## src/rtl/cnt163_chain.sv

```systemverilog
// cnt163_chain: chained 74x163-style synchronous counter with a wrap-event valid/ready handshake
//   clk, rst               clock, async active-high reset
//   clr_n, load_n          sync clear / parallel load (active-low, clear wins)
//   enp, ent               count enables; ent also gates rco
//   d / q                  load data / registered count
//   rco                    ent & (q == all-ones), combinational
//   tc_valid, tc_ready     wrap event and its downstream accept
//   tc_overrun             sticky: wrap arrived while an unaccepted event was pending
//   wrap_cnt               saturating wraps since last clear
module cnt163_chain #(
  parameter int WIDTH = 16
) (
  input  logic             clk,
  input  logic             rst,
  input  logic             clr_n,
  input  logic             load_n,
  input  logic             enp,
  input  logic             ent,
  input  logic [WIDTH-1:0] d,
  output logic [WIDTH-1:0] q,
  output logic             rco,
  output logic             tc_valid,
  input  logic             tc_ready,
  output logic             tc_overrun,
  output logic [7:0]       wrap_cnt
);
  localparam int NS = WIDTH / 4;
  logic [WIDTH-1:0] q_q, q_d;
  logic [NS:0] carry;
  logic valid_q, valid_d, ovr_q, ovr_d, wrap;
  logic [7:0] cnt_q, cnt_d;
  // carry[k] enables slice k; it ripples only through slices sitting at F
  assign carry[0] = enp & ent;
  genvar k;
  for (k = 0; k < NS; k++) begin : g_slice
    assign carry[k+1] = carry[k] & (&q_q[4*k +: 4]);
    assign q_d[4*k +: 4] = !clr_n ? 4'h0 :
                           !load_n ? d[4*k +: 4] :
                           carry[k] ? q_q[4*k +: 4] + 4'h1 : q_q[4*k +: 4];
  end
  // carry out of the top slice on a count edge is exactly a wrap
  assign wrap = clr_n & load_n & carry[NS];
  always_comb begin
    valid_d = wrap ? 1'b1 : (valid_q & tc_ready) ? 1'b0 : valid_q;
    ovr_d = !clr_n ? 1'b0 : (wrap & valid_q & !tc_ready) ? 1'b1 : ovr_q;
    cnt_d = !clr_n ? 8'h00 : (wrap && cnt_q != 8'hFF) ? cnt_q + 8'h01 : cnt_q;
  end
  always_ff @(posedge clk or posedge rst) begin
    if (rst) begin
      q_q <= '0;
      valid_q <= 1'b0;
      ovr_q <= 1'b0;
      cnt_q <= 8'h00;
    end else begin
      q_q <= q_d;
      valid_q <= valid_d;
      ovr_q <= ovr_d;
      cnt_q <= cnt_d;
    end
  end
  assign q = q_q;
  assign rco = ent & (&q_q);
  assign tc_valid = valid_q;
  assign tc_overrun = ovr_q;
  assign wrap_cnt = cnt_q;
endmodule

```

## config.mk

```make
export PLATFORM = sky130hd
export DESIGN_NAME = cnt163_chain
export DESIGN_NICKNAME = d
export VERILOG_FILES = /design/src/rtl/cnt163_chain.sv
export SDC_FILE = /design/constraint.sdc
export NUM_CORES = 1
export LEC_CHECK = 0
export CORE_MARGIN = 2
export CORE_UTILIZATION = 46
export DETAILED_ROUTE_END_ITERATION = 8
export PLACE_DENSITY = 0.81
export SETUP_SLACK_MARGIN = 0.02
export SLEW_MARGIN = 40
export SYNTH_ARGS = -nofsm -noshare
export SYNTH_HDL_FRONTEND = slang
export SYNTH_SLANG_ARGS = --single-unit
```

## constraint.sdc

```tcl
create_clock -name clk -period 2.7 [get_ports clk]
set_input_delay 0.54 -clock clk [delete_from_list [all_inputs] [get_ports clk]]
set_output_delay 0.54 -clock clk [all_outputs]
set_load 0.01 [all_outputs]
```

==> results of run 1 <==
## power by group
part | internal [mW] | switching (mW)
Combinational | 0.104 | 0.0801
Sequential | 0.409 | 0.0252
Clock | 0.0825 | 0.118
Total | 0.596 | 0.224
## timing repair
action,CTS,global route
buffers inserted,2,2
cloned,0,0
setup endpoints to repair,1,1
pin swaps,0,1
resized for setup,1,2
## state kept, by name (all words and copies together), names as in the netlist
name,flops
q,16
tc_overrun,1
tc_valid,1
wrap_cnt,8
## cell usage in the layout (no fill, tap or decap), types with 4 or more instances in the layout
master and n:
a211oi_1 4, a21oi_1 8, buf_4 12, clkdlybuf4s50_1 48
dfrtp_1 26, ha_1 4, inv_1 5, mux2i_1 6
nand2_1 15, nand2b_1 5, nand3_1 12, nand4_1 7
nor2_1 14, o21ai_0 11, xnor2_1 4
## worst reg2reg max path, cell delays in order, from the launching register on
cell and delay, ns:
dfrtp_1 0.40, ha_1 0.20, nand4_1 0.17, or4_4 0.60, or4_1 0.53, a21oi_1 0.16
## kinds of logic (layout without fill, tap and decap cells)
kind of cell	after synthesis	count (layout)	synth area share, %
AOI/OAI and AO/OA	41	41	17.4
xor gates and xnor gates	6	6	3.41
adders and majority gates	5	5	4.06
buffers and inverters	12	70	3.00
DFF	26	26	42.2
muxes	7	7	4.62
and+or+nand+nor	74	74	25.3
## area by class of cell
cell class,count,area share (%)
multi-input combinational,133,38.8
sequential,26,29.6
timing repair buffer,61,26.5
tap,46,2.62
clock buffer,4,1.65
inverter,5,0.853
## through the flow
stage                     util [%]  cell area (um^2)
after floorplan                  -              1540
after global placement        64.6              2120
after detailed placement      64.6              2120
after CTS                     66.4              2180
after global routing          67.0              2200
final                         67.0              2200
## worst paths after layout
kind	startpoint	to	cells after the start
worst max-delay path	q[12]	rco	5
worst min-delay path	tc_overrun	tc_overrun	2
worst max register to register	q[8]	wrap_cnt[5]	5
worst min register to register	tc_overrun	tc_overrun	2
max in group asynchronous	rst	wrap_cnt[4]	3
min in group asynchronous	rst	q[13]	3
## metal layers
metal,routed length [um],part of all wire [%],vias up
li1,-,-,756
met1,1770,43,761
met2,2110,52,56
met3,148,3.6,4
met4,47,1.2,0
met5,0,0,-
==> results.json, run 1 <==
{
  "worst_ep_required_time_ns": 2.16,
  "seq_area_frac_synth_pct": 42.2,
  "grt_first_pass_wirelength_um": 6400,
  "power_density_mw_per_mm2": 372,
  "fill_cells": 294,
  "fin_ws_ns": 0.458,
  "viasPerCell": 5.73,
  "drt_iter0_drc": 88,
  "synth_area_per_cell_um2": 9.02,
  "io_pins": 50,
  "synth_commonest_cells": "dfrtp_1 (26), nand2_1 (15), nor2_1 (14), nand3_1 (12), o21ai_0 (11)",
  "path_buf_inv": 1,
  "die_h_um": 61.9,
  "synth_top_area_share_pct": 42.2,
  "cts_max_level": 1,
  "synth_largest_area_cell": "dfrtp_1",
  "final_cell_count_no_fill": 275,
  "period_minus_slack_ns": 2.24,
  "cp-end-kind": "output pin",
  "slew_headroom_pct": 63.6,
  "path_cells": "ha_1, nand3_1, nor4_2, and2_2, dlymetal6s2s_1",
  "num_antenna_cells": 0,
  "synthTopCellsByArea": "dfrtp_1 (42%), ha_1 (4.1%), mux2i_1 (3.9%), nand3_1 (3.9%), nand2_1 (3.6%)",
  "grt_use_met2_pct": 38.9,
  "hold_class": "flop to flop",
  "rsz0062_at_grt": "no",
  "power_uw": 820,
  "yosys_register_bits": 26,
  "regToRegSetupSlack_ns": 0.58,
  "synth_nets": 199,
  "clkSlewWorstSetupHoldPaths_ns": 0.14,
  "cts_tree": "done",
  "synth_edf_count": 0,
  "overflow": 0,
  "finalHoldViolations": 0,
  "synth-main-ff-cell": "dfrtp_1",
  "cp_max_fo": 4,
  "cts-root-buf": "clkbuf_4",
  "place_worst_setup_slack_ns": 0.284,
  "tightestPinTransition_ns": 0.543,
  "crit_type": "flop to output pin",
  "arrival_ns": 1.70,
  "cts_buffer_depth": 2,
  "status": "finished, final reports clean",
  "cp-start-kind": "flop",
  "crit_path_max_incr_delay_ns": 0.45,
  "cts-hold-fix-buffers": 0,
  "synth_most_common_cell": "dfrtp_1",
  "fmax_mhz": 446,
  "totalWireLength_um": 4070,
  "num_vias": 1577,
  "numCtsBuffers": 3,
  "ant_nets": 0,
  "antenna_found_initial": 0,
  "dieArea_mm2": 0.00383,
  "rows": 21,
  "tns_ns": 0,
  "synth.cell_area_mm2": 0.00154,
  "cp_top_family": "simple AND/OR/NAND/NOR gates",
  "maxCapViolCount": 0,
  "placedCellCount": 267,
  "drc": 0,
  "dp_hpwl_um": 3010,
  "io_buffers": 49,
  "multi_input_comb_area_um2": 855,
  "synthCells": 171,
  "synthToLayoutAreaGrowth_pct": 42.7,
  "track_usage_pct": 22.5,
  "fp.dieW_um": 61.9,
  "cts.sinks": 26,
  "place_congestion": 0.860,
  "regArea_um2": 651,
  "ys.warnings.count": 0,
  "finalCritPeriodShare_pct": 83.0,
  "grt_max_degree": 27,
  "drive_gt1_share_pct": 10.0,
  "slowest_stage": "dfrtp_1",
  "initial_core_util_pct": 47.0,
  "finalSetupViolations": 0,
  "clock_skew_ns": 0.00296,
  "grt_pass1_vias": 1474,
  "ir_drop_mv": 0.218,
  "top_usage_layer": "met2",
  "drt_pass1_iterations": 4,
  "clk_latency_ns": 0.32,
  "finalHoldWorstSlack_ns": 0.553,
  "leakagePower_nw": 0.936,
  "core_mm2": 0.00328,
  "synth_cell_types": 39,
  "slew_viol_final": 0,
  "fin_nets": 258,
  "wl_per_cell_um": 14.8,
  "async_reset_ff_share_pct": 100,
  "use_met1_pct": 28.4,
  "grt_use_met3_pct": 3.52
}
Power figures use the tool's default switching activity.
==> run 2, diff against run 1 <==
- clock period: 2.7 -> 2.2 ns (I/O delays scaled with it)
==> run 2 against run 1 <==
Compared with the run above: power up 26%; register-to-register slack got worse by 0.46 ns; combinational power grew 41%; worst setup slack got worse by 0.44 ns; clock-buffer cell count unchanged; sequential share of layout area shrank 1.9 points; clock power increased by 24%; first-iteration DRC count fell by 15%; via count is 4.6% higher; non-clock buffer count increased by 16; cell area up 6.9%; largest power group unchanged.
==> results.json, run 2 (synthesized netlist as in run 1, its figures left out) <==
{
  "slew_viol_final": 0,
  "power_density_mw_per_mm2": 439,
  "rows": 21,
  "wl_per_cell_um": 15.1,
  "antenna_found_initial": 0,
  "status": "finished, final reports clean",
  "period_minus_slack_ns": 2.18,
  "fin_util_pct": 71.6,
  "core_mm2": 0.00328,
  "final_design_area_no_fill_mm2": 0.00235,
  "power_frac_clock_pct": 24.1,
  "crit_type": "flop to output pin",
  "drc": 0,
  "finalSetupViolations": 0,
  "dp_hpwl_um": 3270,
  "grt_pass1_vias": 1667,
  "io_pins": 50,
  "drive_gt1_share_pct": 18.8,
  "overflow": 0,
  "dieArea_mm2": 0.00383,
  "placed_cell_area_mm2": 0.00226,
  "path_cells": "ha_2, nand4_1, buf_4, nor4_4, and2_4, buf_6",
  "cp_max_fo": 3,
  "slowest_stage": "dfrtp_1",
  "fp.dieW_um": 61.9,
  "fin_ws_ns": 0.0217,
  "netSwitchingPower_uw": 283,
  "arrival_ns": 1.74,
  "cts_tree": "done",
  "cts-hold-fix-buffers": 0,
  "clkSlewWorstSetupHoldPaths_ns": 0.15,
  "regArea_um2": 651,
  "grt_max_degree": 27,
  "cp-end-kind": "output pin",
  "die_h_um": 61.9,
  "final_cell_mix": "clkdlybuf4s50_1 (48), buf_4 (28), dfrtp_1 (26)",
  "hold_class": "input port to async pin",
  "fill_cells": 266,
  "tightestPinTransition_ns": 0.350,
  "maxCapViolCount": 0,
  "synthToLayoutAreaGrowth_pct": 52.5,
  "totalWireLength_um": 4380,
  "drt_iter0_drc": 75,
  "viasPerCell": 5.67,
  "place_worst_setup_slack_ns": 0.0216,
  "num_antenna_cells": 0,
  "clock_skew_ns": 0.0126,
  "worst_ep_required_time_ns": 1.76,
  "grt_first_pass_wirelength_um": 7170,
  "io_buffers": 49,
  "cts_buffer_depth": 2,
  "cts.sinks": 26,
  "p_seq_share_pct": 50.7,
  "switching_share_pct": 27.4,
  "initial_core_util_pct": 47.0,
  "largest_register_ffs": 16,
  "place_congestion": 0.902,
  "numCtsBuffers": 3,
  "tns_ns": 0,
  "ant_nets": 0,
  "multi_input_comb_area_um2": 887,
  "leakagePower_nw": 1.01,
  "rsz0062_at_grt": "yes",
  "finalHoldWorstSlack_ns": 0.454,
  "track_usage_pct": 25.0,
  "finalCritPeriodShare_pct": 99.0,
  "layout_commonest_cell": "clkdlybuf4s50_1",
  "slew_headroom_pct": 76.7,
  "comb_power_share_pct": 25.2,
  "finalHoldViolations": 0,
  "p_int_uw": 750,
  "fmax_mhz": 459,
  "ir_drop_mv": 0.231,
  "num_vias": 1650,
  "clk_latency_ns": 0.33,
  "cts_max_level": 1,
  "cp-start-kind": "flop",
  "drt_pass1_iterations": 4,
  "fin_nets": 274,
  "crit_path_max_incr_delay_ns": 0.39,
  "cts-root-buf": "clkbuf_4"
}
## run 2: cell types whose count changed in the layout (fill, tap and decap cells not counted), sizes merged
cell	change
buf	+17
dlymetal6s2s	-1
## run 2: repair_timing
action | CTS | global route
endpoints found under the hold margin | 0 | 0
buffers inserted | 2 | 1
pin swaps | 2 | 7
setup endpoints to repair | 3 | 3
resized for setup | 9 | 5
## run 2: worst paths after layout
| kind | slack (ns) | cells after the start | startpoint | endpoint |
|---|---|---|---|---|
| worst max-delay path | 0.02 | 6 | q[9] | rco |
| worst min-delay path | 0.45 | 3 | rst | q[13] |
| worst max register to register | 0.12 | 7 | q[9] | wrap_cnt[7] |
| min in group clk | 0.54 | 2 | tc_overrun | tc_overrun |
| worst min register to register | 0.54 | 2 | tc_overrun | tc_overrun |
| max in group asynchronous | 1.48 | 3 | rst | tc_overrun |
## run 2: routing by layer
metal	part of all wire [%]	GRT usage, %	vias up
met5	0	0	-
met3	4.2	3.11	8
met1	41	30.3	811
met2	53	45.3	50
li1	-	-	781
met4	1.6	8.81	0
## run 2: worst max-delay path: cells and delay by family (launching register included)
kind	cells	cell delay (ns)
flip-flops	1	0.39
buffers and inverters	2	0.26
adder cells (fa/ha/maj)	1	0.20
AND/OR/NAND/NOR	3	0.57
## run 2: final cells by class
type	instances	share of cell area, %
tap	46	2.45
inverter	5	0.798
clock buffer	4	1.54
timing repair buffer	77	29.8
multi-input combinational	133	37.7
sequential	26	27.7
## run 2: power groups by stage
stage                     Combinational [mW]  Clock, mW  Sequential, mW
after floorplan                       0.0839          0           0.549
after global placement                 0.250          0           0.531
after detailed placement               0.255          0           0.532
after CTS                              0.261      0.254           0.523
after global routing                   0.285      0.272           0.527
final                                  0.260      0.249           0.523
## run 2: through the flow
stage | power (mW) | cells
after floorplan | 0.633 | 171
after global placement | 0.780 | 284
after detailed placement | 0.787 | 284
after CTS | 1.04 | 290
after global routing | 1.08 | 291
final | 1.03 | 291
